`src/rtl/imem_loader_pkg.sv`:
```
// Shared types and constants for the boot-time instruction memory loader.
// Optional checksum state is present only with IMEM_LOADER_CSUM_EN.
package imem_loader_pkg;

   localparam logic [7:0] LOADER_MAGIC = 8'hA5;
   localparam int         CSUM_W       = 8;

   typedef enum logic [2:0] {
      ST_IDLE   = 3'd0,
      ST_LEN_LO = 3'd1,
      ST_LEN_HI = 3'd2,
      ST_DATA   = 3'd3,
`ifdef IMEM_LOADER_CSUM_EN
      ST_CSUM   = 3'd4,
`endif
      ST_DRAIN  = 3'd5,
      ST_RUN    = 3'd6,
      ST_ERROR  = 3'd7
   } loader_state_t;

endpackage

```
`src/rtl/imem_loader_packer.sv`:
```
// Byte-to-word packer: little-endian lane placement, 4th byte strobes a word.
// The completed word is presented combinationally with the final byte.
module byte_to_word_packer (
   input  logic        clk,
   input  logic        reset,
   input  logic        byte_vld_i,
   input  logic        clr_i,
   input  logic [7:0]  byte_i,
   output logic        word_vld_o,
   output logic [31:0] word_o
);

   logic [1:0]  cnt_q;
   logic [23:0] lane_q;

   // byte counter and storage for the three lower lanes
   always_ff @(posedge clk or negedge reset) begin
      if (!reset) begin
         cnt_q  <= 2'd0;
         lane_q <= 24'd0;
      end else if (clr_i) begin
         cnt_q  <= 2'd0;
      end else if (byte_vld_i) begin
         cnt_q <= cnt_q + 2'd1;
         unique case (cnt_q)
            2'd0: lane_q[7:0]   <= byte_i;
            2'd1: lane_q[15:8]  <= byte_i;
            2'd2: lane_q[23:16] <= byte_i;
            2'd3: ;
         endcase
      end
   end

   assign word_vld_o = byte_vld_i && (cnt_q == 2'd3);
   assign word_o     = {byte_i, lane_q};

endmodule

```
`src/rtl/imem_loader.sv`:
```
// Framed byte-stream loader into instruction memory; holds core in reset.
// Define IMEM_LOADER_CSUM_EN to require a trailing mod-256 checksum byte.
module imem_loader
   import imem_loader_pkg::*;
#(
   parameter int IMEM_DEPTH_WORDS = 256,
   parameter int ADDR_W           = 32
) (
   input  logic              clk,
   input  logic              reset,
   input  logic              rx_valid,
   input  logic [7:0]        rx_data,
   output logic              rx_ready,
   output logic              imem_we,
   output logic [ADDR_W-1:0] imem_addr,
   output logic [31:0]       imem_wdata,
   output logic              core_reset,
   output logic              load_done,
   output logic              load_error
);

   localparam int WIDX_W = $clog2(IMEM_DEPTH_WORDS) + 1;

`ifdef IMEM_LOADER_CSUM_EN
   localparam loader_state_t ST_TAIL = ST_CSUM;
`else
   localparam loader_state_t ST_TAIL = ST_DRAIN;
`endif

   loader_state_t     state_q, state_d;
   logic [15:0]       len_q, len_d;
   logic [WIDX_W-1:0] widx_q, widx_d, widx_inc;
   logic              we_q, we_d;
   logic [ADDR_W-1:0] addr_q, addr_d;
   logic [31:0]       wdata_q, wdata_d;
   logic              crst_q, crst_d;
   logic              done_q, done_d;
   logic              err_q, err_d;
`ifdef IMEM_LOADER_CSUM_EN
   logic [CSUM_W-1:0] csum_q, csum_d;
`endif

   logic        rdy;
   logic        xfer;
   logic        in_data;
   logic        word_vld;
   logic [31:0] word;
   logic [15:0] n_full;

   assign xfer     = rx_valid && rdy;
   assign in_data  = (state_q == ST_DATA);
   assign widx_inc = widx_q + WIDX_W'(1);
   assign n_full   = {rx_data, len_q[7:0]};

   byte_to_word_packer u_packer (
      .clk        (clk),
      .reset      (reset),
      .byte_vld_i (xfer && in_data),
      .clr_i      (!in_data),
      .byte_i     (rx_data),
      .word_vld_o (word_vld),
      .word_o     (word)
   );

   // ready decode: the loader accepts bytes only while parsing a frame
   always_comb begin
      rdy = 1'b0;
      unique case (state_q)
         ST_IDLE,
         ST_LEN_LO,
         ST_LEN_HI,
`ifdef IMEM_LOADER_CSUM_EN
         ST_CSUM,
`endif
         ST_DATA:  rdy = 1'b1;
         default:  rdy = 1'b0;
      endcase
   end

   // frame parser, length check, write generation and core release
   always_comb begin
      state_d = state_q;
      len_d   = len_q;
      widx_d  = widx_q;
      we_d    = 1'b0;
      addr_d  = addr_q;
      wdata_d = wdata_q;
      crst_d  = crst_q;
      done_d  = done_q;
      err_d   = err_q;
`ifdef IMEM_LOADER_CSUM_EN
      csum_d  = csum_q;
`endif
      unique case (state_q)
         ST_IDLE: begin
            if (xfer && rx_data == LOADER_MAGIC)
               state_d = ST_LEN_LO;
         end
         ST_LEN_LO: begin
            if (xfer) begin
               len_d   = {len_q[15:8], rx_data};
               state_d = ST_LEN_HI;
            end
         end
         ST_LEN_HI: begin
            if (xfer) begin
               len_d  = n_full;
               widx_d = '0;
               if (32'(n_full) > 32'(IMEM_DEPTH_WORDS)) begin
                  state_d = ST_ERROR;
                  err_d   = 1'b1;
               end else if (n_full == 16'd0) begin
                  state_d = ST_TAIL;
               end else begin
                  state_d = ST_DATA;
               end
            end
         end
         ST_DATA: begin
`ifdef IMEM_LOADER_CSUM_EN
            if (xfer)
               csum_d = csum_q + rx_data;
`endif
            if (word_vld) begin
               we_d    = 1'b1;
               addr_d  = ADDR_W'({widx_q, 2'b00});
               wdata_d = word;
               widx_d  = widx_inc;
               if (32'(widx_inc) == 32'(len_q))
                  state_d = ST_TAIL;
            end
         end
`ifdef IMEM_LOADER_CSUM_EN
         ST_CSUM: begin
            if (xfer) begin
               if (rx_data == csum_q) begin
                  state_d = ST_DRAIN;
               end else begin
                  state_d = ST_ERROR;
                  err_d   = 1'b1;
               end
            end
         end
`endif
         ST_DRAIN: begin
            state_d = ST_RUN;
            crst_d  = 1'b0;
            done_d  = 1'b1;
         end
         default: ;
      endcase
   end

   // state and output registers, cleared asynchronously
   always_ff @(posedge clk or negedge reset) begin
      if (!reset) begin
         state_q <= ST_IDLE;
         len_q   <= 16'd0;
         widx_q  <= '0;
         we_q    <= 1'b0;
         addr_q  <= '0;
         wdata_q <= 32'd0;
         crst_q  <= 1'b1;
         done_q  <= 1'b0;
         err_q   <= 1'b0;
`ifdef IMEM_LOADER_CSUM_EN
         csum_q  <= '0;
`endif
      end else begin
         state_q <= state_d;
         len_q   <= len_d;
         widx_q  <= widx_d;
         we_q    <= we_d;
         addr_q  <= addr_d;
         wdata_q <= wdata_d;
         crst_q  <= crst_d;
         done_q  <= done_d;
         err_q   <= err_d;
`ifdef IMEM_LOADER_CSUM_EN
         csum_q  <= csum_d;
`endif
      end
   end

   assign rx_ready   = rdy;
   assign imem_we    = we_q;
   assign imem_addr  = addr_q;
   assign imem_wdata = wdata_q;
   assign core_reset = crst_q;
   assign load_done  = done_q;
   assign load_error = err_q;

endmodule

```
`config.mk`:
```
export PLATFORM = sky130hd
export DESIGN_NAME = imem_loader
export DESIGN_NICKNAME = d
export VERILOG_FILES = /design/src/rtl/imem_loader_pkg.sv /design/src/rtl/imem_loader_packer.sv /design/src/rtl/imem_loader.sv
export SDC_FILE = /design/constraint.sdc
export NUM_CORES = 1
export LEC_CHECK = 0
export BUFFER_PORTS_ARGS = -buffer_cell sky130_fd_sc_hd__buf_4
export CAP_MARGIN = 0
export CORE_UTILIZATION = 35
export CTS_BUF_LIST = sky130_fd_sc_hd__clkbuf_4
export CTS_CLUSTER_DIAMETER = 80
export DETAILED_ROUTE_END_ITERATION = 10
export PLACE_DENSITY = 0.53
export SYNTH_ARGS = -nofsm -noshare
export SYNTH_HDL_FRONTEND = slang
export SYNTH_SLANG_ARGS = --single-unit
```
`constraint.sdc`:
```
create_clock -name clk -period 2.2 [get_ports clk]
set_input_delay 0 -clock clk [delete_from_list [all_inputs] [get_ports clk]]
set_output_delay 0 -clock clk [all_outputs]
set_load 0.01 [all_outputs]
```
# Word level (Yosys, flattened, before mapping)
# Index checks and enable logic that the tools add are counted.
[classes]
shift = 0
n_bitwise = 2
add_sub_neg = 2
mul = 0
reduce_logical = 19
div_mod_pow = 0
order_cmp = 1
n_eq_ne = 15
muxes = 19
[ops]
columns = ["cell", "count"]
rows = [
  ["16-bit one-hot mux with 2 select lines", 1],
  ["3-bit two-way mux", 7],
  ["3-bit AND reduction", 7],
  ["9-bit two-way mux", 2],
  ["9-bit one-hot mux with 2 select lines", 1],
  ["9-bit by 16-bit == test with 1-bit output", 1],
  ["16-bit by 9-bit > comparator with 1-bit output, second input constant", 1],
  ["16-bit logical NOT", 1],
  ["16-bit two-way mux", 1],
  ["3-bit one-hot mux with 5 select lines", 1],
  ["9-bit by 1-bit adder with 9-bit output, second input constant", 1],
  ["8-bit == test, second input constant", 1],
  ["8-bit two-way mux", 1],
  ["3-bit by 2-bit == test with 1-bit output, second input constant", 2],
  ["2-bit by 1-bit inequality test with 1-bit output, second input constant", 3],
  ["2-bit inequality test, second input constant", 3],
  ["6-bit AND reduction", 1],
  ["5-bit nonzero test", 1],
  ["2-bit == test, second input constant", 2],
  ["1-bit logical AND", 4],
  ["2-bit two-way mux", 2],
  ["4-bit OR reduction", 1],
  ["3-bit by 1-bit == test with 1-bit output, second input constant", 1],
  ["3-bit == test, second input constant", 1],
  ["other kinds (8)", 11],
]
[word_totals]
ram_bits = 0
out_inout_bits = 69
mem_bits_ro = 0
latch_bits = 0
mem_count = 0
inputBits = 11
wordCells = 72
ff_bits = 99

# Depth between registers and ports, before layout
# Gate-level depths: netlist of run 1.
[logic_depth]
ltp_word = 8
depth_mapped = 8

# Hierarchy
# A second synthesis of run 1 with hierarchy kept.
[unflattened]
cells_unflattened = 438
area_unflattened_um2 = 4550.6
[by_module_without_submodules]
columns = ["mod", "cells_per_inst", "n_inst", "seq_area_each_um2", "area_each_um2"]
rows = [
  ["imem_loader", 365, 1, 1828.0, 3403.3],
  ["byte_to_word_packer", 73, 1, 650.6, 1147.4],
]

# Worst setup path before layout of run 1
# Ideal clock, no wire load.
[synth_path]
path_kind = "reg2reg"
startpoint = "register widx_q[1]"
endpoint = "register state_q[1]"
setup_time_ns = 0.124
stages_incl_launch_ff = 8
arrival_ns = 2.127
t_required_ns = 2.076
synth_period_minus_slack_ns = 2.251
slack_ns = -0.051
cell_sequence = "dfrtp_1 ha_1 buf_6 xor3_1 or3_1 a21o_1 a2111o_1 a211o_1"
[synth_between]
elab_chain_len = 4
[synth_lines]
columns = ["element", "line", "rtl"]
rows = [
  ["start, declared", "imem_loader.sv:32", "logic [WIDX_W-1:0] widx_q, widx_d, widx_inc;"],
  ["start signal, assigned", "imem_loader.sv:172", "widx_q <= widx_d;"],
  ["9-bit by 1-bit adder with 9-bit output", "imem_loader.sv:52", "assign widx_inc = widx_q + WIDX_W'(1);"],
  ["9-bit by 16-bit == test with 1-bit output", "imem_loader.sv:129", "if (32'(widx_inc) == 32'(len_q))"],
  ["2-bit by 1-bit inequality test with 1-bit output (no source line)", "-", ""],
  ["6-bit AND reduction (no source line)", "-", ""],
  ["end signal, assigned", "imem_loader.sv:170", "state_q <= state_d;"],
  ["end, declared", "imem_loader.sv:30", "loader_state_t state_q, state_d;"],
]
# Every way passes these cells.
# A chain may end at the register's enable or synchronous reset.

# Worst setup path after layout of run 1
[layout_path]
startpoint = "register widx_q[0]"
endpoint = "register state_q[1]"
# Same word-level chain as after synthesis.

==> impl_metrics.yaml, run 1 <==
setup_path:
  crit_type: "flop to flop"
  r2r_cells: 7
  r2r_end: "state_q[1]"
  critPathRequiredTime_ns: 2.56
  crit_arrival_ns: 2.46
  end_kind: "flop"
  cp-start-kind: "flop"
  r2r_slack_ns: 0.11
  crit_fanout: 5
  rr_startpoint: "widx_q[0]"
finish:
  diodes: 0
  nNetsFinal: 434
  fillCellCount: 1198
  area_delta_synth_final_pct: 18.92
  drive_gt1_share_pct: 41.37
  stdcell_area_um2: 5316
synthesis:
  synth_edf_count: 0
  synthesis.area_um2: 4471
  synth_ff_type: "dfrtp_1"
  postSynthAreaPerCell_um2: 13.07
  synth_cell_types: 50
  synthArstFlopShare_pct: 100.0
  ys_ff_latch: 99
  yosysWarningCount: 0
  syn_inst: 342
  ys_seq_area_share_pct: 55.44
routing:
  wl_met1_um: 4586
  drt_iter0_markers: 123
  viasPerCell: 4.883
  routed.top_layer: "met4"
  post-route-drc-count: 0
  vias: 2886
  wire_per_inst_um: 16.22
  wl_met2_um: 4399
  wl_um: 9586
  dr.pass1.iters: 4
  wl_met3_um: 503
  ant_nets: 0
floorplan:
  die_h_um: 115.0
  initial_core_util_pct: 36.61
  die_area_um2: 13230
  io_pins: 80
  rows: 40
  coreArea_um2: 12210
  die_x_um: 115.0
min_path:
  hold_class: "input pin to async pin"
placement:
  hpwl_um: 6250
  port_buffers: 56
  place_area_um2: 5071
  place_congestion: 0.7953
global_route:
  grt_max_degree: 58
  grt_pass1_vias: 2908
  grt_pass1_wl_um: 15970
  overflow: 0
  antenna_found_initial: 0
  grt_usage_pct: 16.20
clocking:
  cts.sink_count: 99
  ctsHtreeMaxLevel: 3
  cts.reportedPaths.clkPinSlew_ns: 0.15
  root_buffer: "clkbuf_4"
  cts_buffer_depth: 2
  cts_tree: "built"
  cts_buffers: 9
  worstSkewPairLatency_ns: 0.47
timing:
  fin_crit_sh_pct: 95.20
  finalSetupTns_ns: 0
  finClkSkew_ns: 0.01632
  final-hold-violation-count: 0
  period_needed_ns: 2.094
  tightestPinTransition_ns: 0.5818
  slew_violations: 0
  fmax_ghz: 0.4775
  rsz0062_at_grt: "false"
  max-slew-margin-rel_pct: 61.21
  setup_viol_count_final: 0
power:
  power.density_nw_per_um2: 537.5
  ir_drop_mv: 0.4498
  p_leak_nw: 2.689
outcome:
  status: "completed"
run:
  maxCapViolCount: 0
## worst max-delay path, stage by stage (launching register included)
cell,delay [ns]
dfrtp_1,0.44
ha_4,0.19
buf_4,0.15
a21o_1,0.15
a311oi_1,0.26
a31oi_1,0.07
a2111o_1,0.45
a211o_1,0.28
## report_power, final
group | internal (mW) | switching (mW)
registers | 1.83 | 0.00718
logic | 0.0471 | 0.0929
clock network | 0.265 | 0.617
## cells in the mapped netlist, types with 2 or more instances
library cell | n | area (um2)
a211o_1 | 2 | 17.52
a21o_1 | 5 | 37.54
a21oi_1 | 2 | 10.01
a31oi_1 | 2 | 12.51
and2_1 | 2 | 12.51
and3_1 | 4 | 25.02
buf_1 | 2 | 7.510
buf_2 | 4 | 20.02
buf_4 | 23 | 172.7
clkbuf_1 | 9 | 33.78
dfrtp_1 | 98 | 2452
ha_1 | 5 | 62.56
inv_1 | 4 | 15.01
mux2_2 | 81 | 912.1
nand2_1 | 14 | 52.55
nand3_1 | 5 | 25.02
nand4_1 | 5 | 31.28
nor2_1 | 11 | 41.29
nor3b_1 | 2 | 15.01
nor4_1 | 3 | 18.77
o21ai_0 | 14 | 70.07
o31ai_1 | 6 | 45.04
or3_1 | 2 | 12.51
or4_4 | 2 | 22.52
xnor2_1 | 5 | 43.79
xor2_1 | 6 | 52.55
## metal layers
layer  track usage (%)  vias up
li1                  -     1330
met1             21.70     1469
met2             25.26       78
met3             5.430        9
met4             4.069        0
met5                 0        -
## registers in the layout (all words and copies together), names as in the netlist
register	count
imem_we	1
load_done	1
widx_q	9
state_q	3
len_q	16
imem_addr	9
u_packer.lane_q	24
imem_wdata	32
load_error	1
core_reset	1
u_packer.cnt_q	2
## worst max path at each step
| stage | from | to | slack, ns | cells past startpoint |
|---|---|---|---|---|
| 3_3_place_gp | widx_q[1] | state_q[1] | 0.05 | 6 |
| 5_1_grt | widx_q[0] | state_q[1] | 0.008 | 7 |
| 3_5_place_dp | widx_q[1] | state_q[1] | 0.02 | 6 |
| 2_1_floorplan | widx_q[1] | state_q[1] | 0.0009 | 7 |
| 6_report | widx_q[0] | state_q[1] | 0.11 | 7 |
| 4_1_cts | widx_q[1] | state_q[1] | 0.008 | 6 |
## per-stage QoR
stage / power [mW] / worst slack, ns / instances / hold WS, ns / util [%]
floorplan: 1.944 / 0.0009110 / 364 / -0.2956 / -
global placement: 1.999 / 0.05154 / 563 / 0.04445 / 41.53
detailed placement: 2.000 / 0.02182 / 563 / 0.04918 / 41.53
CTS: 2.923 / 0.008265 / 590 / 0.04677 / 43.47
global route: 2.999 / 0.007572 / 591 / 0.06226 / 43.53
finish: 2.857 / 0.1055 / 591 / 0.06012 / 43.53
## timing repair
action	4_1_cts	5_1_grt
gates resized for setup	1	0
pin swaps	0	4
hold buffers	10	0
hold endpoints to repair	150	0
cloned	0	0
setup endpoints to repair	1	1
buffers inserted	1	1
## final cells by class
cell class | count | area, um2 | share of cell area, %
well taps | 168 | 210.2 | 3.954
clock buffers | 11 | 82.58 | 1.553
repair buffers | 82 | 665.6 | 12.52
multi-input cells | 221 | 1823 | 34.29
inverters | 5 | 18.77 | 0.3530
clock inverters | 5 | 37.54 | 0.7060
flip-flops and latches | 99 | 2479 | 46.62
## logic make-up after synthesis
family | Yosys count | share of synthesized area (%)
AO/OA/AOI/OAI | 41 | 6.410
XOR/XNOR | 13 | 3.190
adder cells (fa/ha/maj) | 5 | 1.399
buffers and inverters | 44 | 5.905
flip-flops | 99 | 55.44
multiplexers | 82 | 20.63
other | 1 | 0.08388
AND/OR/NAND/NOR | 57 | 6.941
## cell usage in the layout, fill, tap and decap left out, types with 2 or more instances in the layout
| master | n |
|---|---|
| clkbuf_4 | 11 |
| nand3_1 | 5 |
| inv_6 | 2 |
| or3_1 | 2 |
| or4_4 | 2 |
| nor4_1 | 3 |
| a211o_1 | 2 |
| ha_1 | 4 |
| buf_4 | 70 |
| nand4_1 | 5 |
| a21oi_1 | 2 |
| nor2_1 | 11 |
| mux2_2 | 81 |
| conb_1 | 23 |
| nor3b_1 | 2 |
| inv_1 | 4 |
| and2_1 | 2 |
| nand2_1 | 14 |
| dlygate4sd3_1 | 10 |
| and3_1 | 4 |
| o21ai_0 | 14 |
| dfrtp_1 | 98 |
| xor2_1 | 6 |
| buf_12 | 2 |
| a31oi_1 | 2 |
| xnor2_1 | 5 |
| o31ai_1 | 6 |
| a21o_1 | 5 |
Power figures use the tool's default switching activity.
==> inputs of run 2 (changes only) <==
- GPL_ROUTABILITY_DRIVEN: not set -> 0
- PLACE_DENSITY: 0.53 -> 0.51
- clock period: 2.2 -> 2.3 ns (I/O delays scaled with it)
==> run 2 against run 1 <==
  * Global-route usage is 0.099 points lower
  * First-iteration DRC count decreased by 18%
  * Power is 4.0% lower
  * Clock power fell by 3.1%
  * Critical endpoint unchanged
  * Sequential power down 4%
  * Design area decreased by 1.4%
  * Via count down 1.9%
  * Setup slack improved by 0.024 ns
  * Die area is the same
  * Fmax decreased by 3.5%
  * Wire length is 2.7% lower
==> impl_metrics.yaml, run 2 (synthesis gave the netlist of run 1 again) <==
outcome:
  status: "completed"
routing:
  wire_per_inst_um: 15.98
  post-route-drc-count: 0
  viasPerCell: 4.848
  wl_um: 9331
  ant_nets: 0
  vias: 2831
  dr.pass1.iters: 4
  drt_iter0_markers: 101
placement:
  port_buffers: 56
  hpwl_um: 6168
timing:
  finalSetupTns_ns: 0
  fin_crit_sh_pct: 94.38
  period_needed_ns: 2.171
  fmax_ghz: 0.4607
  fin_hold_ws_ns: 0.07247
  slew_violations: 0
  rsz0062_at_grt: "false"
  finClkSkew_ns: 0.02445
  final-hold-violation-count: 0
  setup_viol_count_final: 0
  tightestPinTransition_ns: 0.6712
  max-slew-margin-rel_pct: 55.25
setup_path:
  crit_path_start: "widx_q[0]"
  crit_fanout: 2
  rr_startpoint: "widx_q[0]"
  critPathRequiredTime_ns: 2.69
  crit_arrival_ns: 2.56
  end_kind: "flop"
  crit_type: "flop to flop"
  cp-start-kind: "flop"
global_route:
  grt_pass1_wl_um: 15790
  antenna_found_initial: 1
  grt_usage_pct: 16.10
  overflow: 0
  grt_pass1_vias: 2871
  grt_max_degree: 49
finish:
  seqCellArea_um2: 2479
  nNetsFinal: 426
  drive_gt1_share_pct: 40.00
  final_common_cell: "dfrtp_1"
  final_cell_mix: "98 x dfrtp_1, 81 x mux2_2, 62 x buf_4"
  fillCellCount: 1149
  largest_reg_flops: 32
  multi_input_area_um2: 1810
  post-route-util_pct: 42.94
  area_delta_synth_final_pct: 17.30
clocking:
  cts_buffer_depth: 2
  ctsHtreeMaxLevel: 3
  worstSkewPairLatency_ns: 0.49
  cts_tree: "built"
  post-cts-setup-buffers: 0
  cts.sink_count: 99
  root_buffer: "clkbuf_4"
  cts.reportedPaths.clkPinSlew_ns: 0.16
  cts_buffers: 9
run:
  maxCapViolCount: 0
power:
  power.density_nw_per_um2: 523.3
  total_power_mw: 2.744
  p_leak_nw: 2.651
  ir_drop_mv: 0.3607
floorplan:
  coreArea_um2: 12210
  initial_core_util_pct: 36.61
  die_h_um: 115.0
  rows: 40
  die_x_um: 115.0
  io_pins: 80
  die_area_um2: 13230
min_path:
  hold_class: "input pin to async pin"
-- run 2: path summary, 6_finish.rpt --
path	end	slack (ns)	cells past startpoint
setup / recovery	state_q[1]	0.13	6
hold / removal	load_done	0.07	2
setup reg to reg	state_q[1]	0.13	6
hold reg to reg	load_done	0.49	1
max in group asynchronous	imem_addr[10]	1.56	3
min in group clk	u_packer.cnt_q[0]	0.34	4
-- run 2: area by class of cell --
class                           count  share of cell area (%)
Sequential cell                    99                   47.27
Clock buffer                        9                   1.288
Tap cell                          168                   4.009
Multi-Input combinational cell    221                   34.53
Antenna cell                        1                 0.04772
Timing Repair Buffer               74                   11.55
Clock inverter                      7                  0.9544
Inverter                            5                  0.3579
-- run 2: routing by layer --
metal,vias to the layer above,GRT usage [%],routed length (um)
met5,-,0,0
met2,86,25.50,4399
met4,0,4.935,102
met3,10,5.219,464
li1,1314,-,-
met1,1421,21.00,4365
-- run 2: through the flow --
| stage | area (um2) | cells | worst slack [ns] |
|---|---|---|---|
| 6_report | 5244 | 584 | 0.1293 |
| 5_1_grt | 5244 | 584 | 0.01838 |
| 4_1_cts | 5241 | 583 | 0.1075 |
| 3_5_place_dp | 5024 | 557 | 0.1109 |
| 3_3_place_gp | 5024 | 557 | 0.1307 |
| 2_1_floorplan | 4553 | 364 | 0.04885 |
-- run 2: power by group --
group          internal, mW  switching, mW  leakage [nW]
Clock                 0.231          0.624        0.0661
Combinational        0.0450         0.0875          1.23
Sequential             1.75        0.00830          1.36
Total                  2.02          0.720          2.65
-- run 2: worst max-delay path, cell delays in order, from the launching register on --
cell	delay, ns
dfrtp_1	0.41
ha_1	0.21
xor3_1	0.35
or3_1	0.31
a21o_1	0.16
a2111o_1	0.40
a211o_1	0.26
-- run 2: timing repair --
| item | in CTS | in global routing |
|---|---|---|
| hold endpoints to repair | 133 | 0 |
| hold buffers | 10 | 0 |
| gates resized for setup | 0 | 0 |
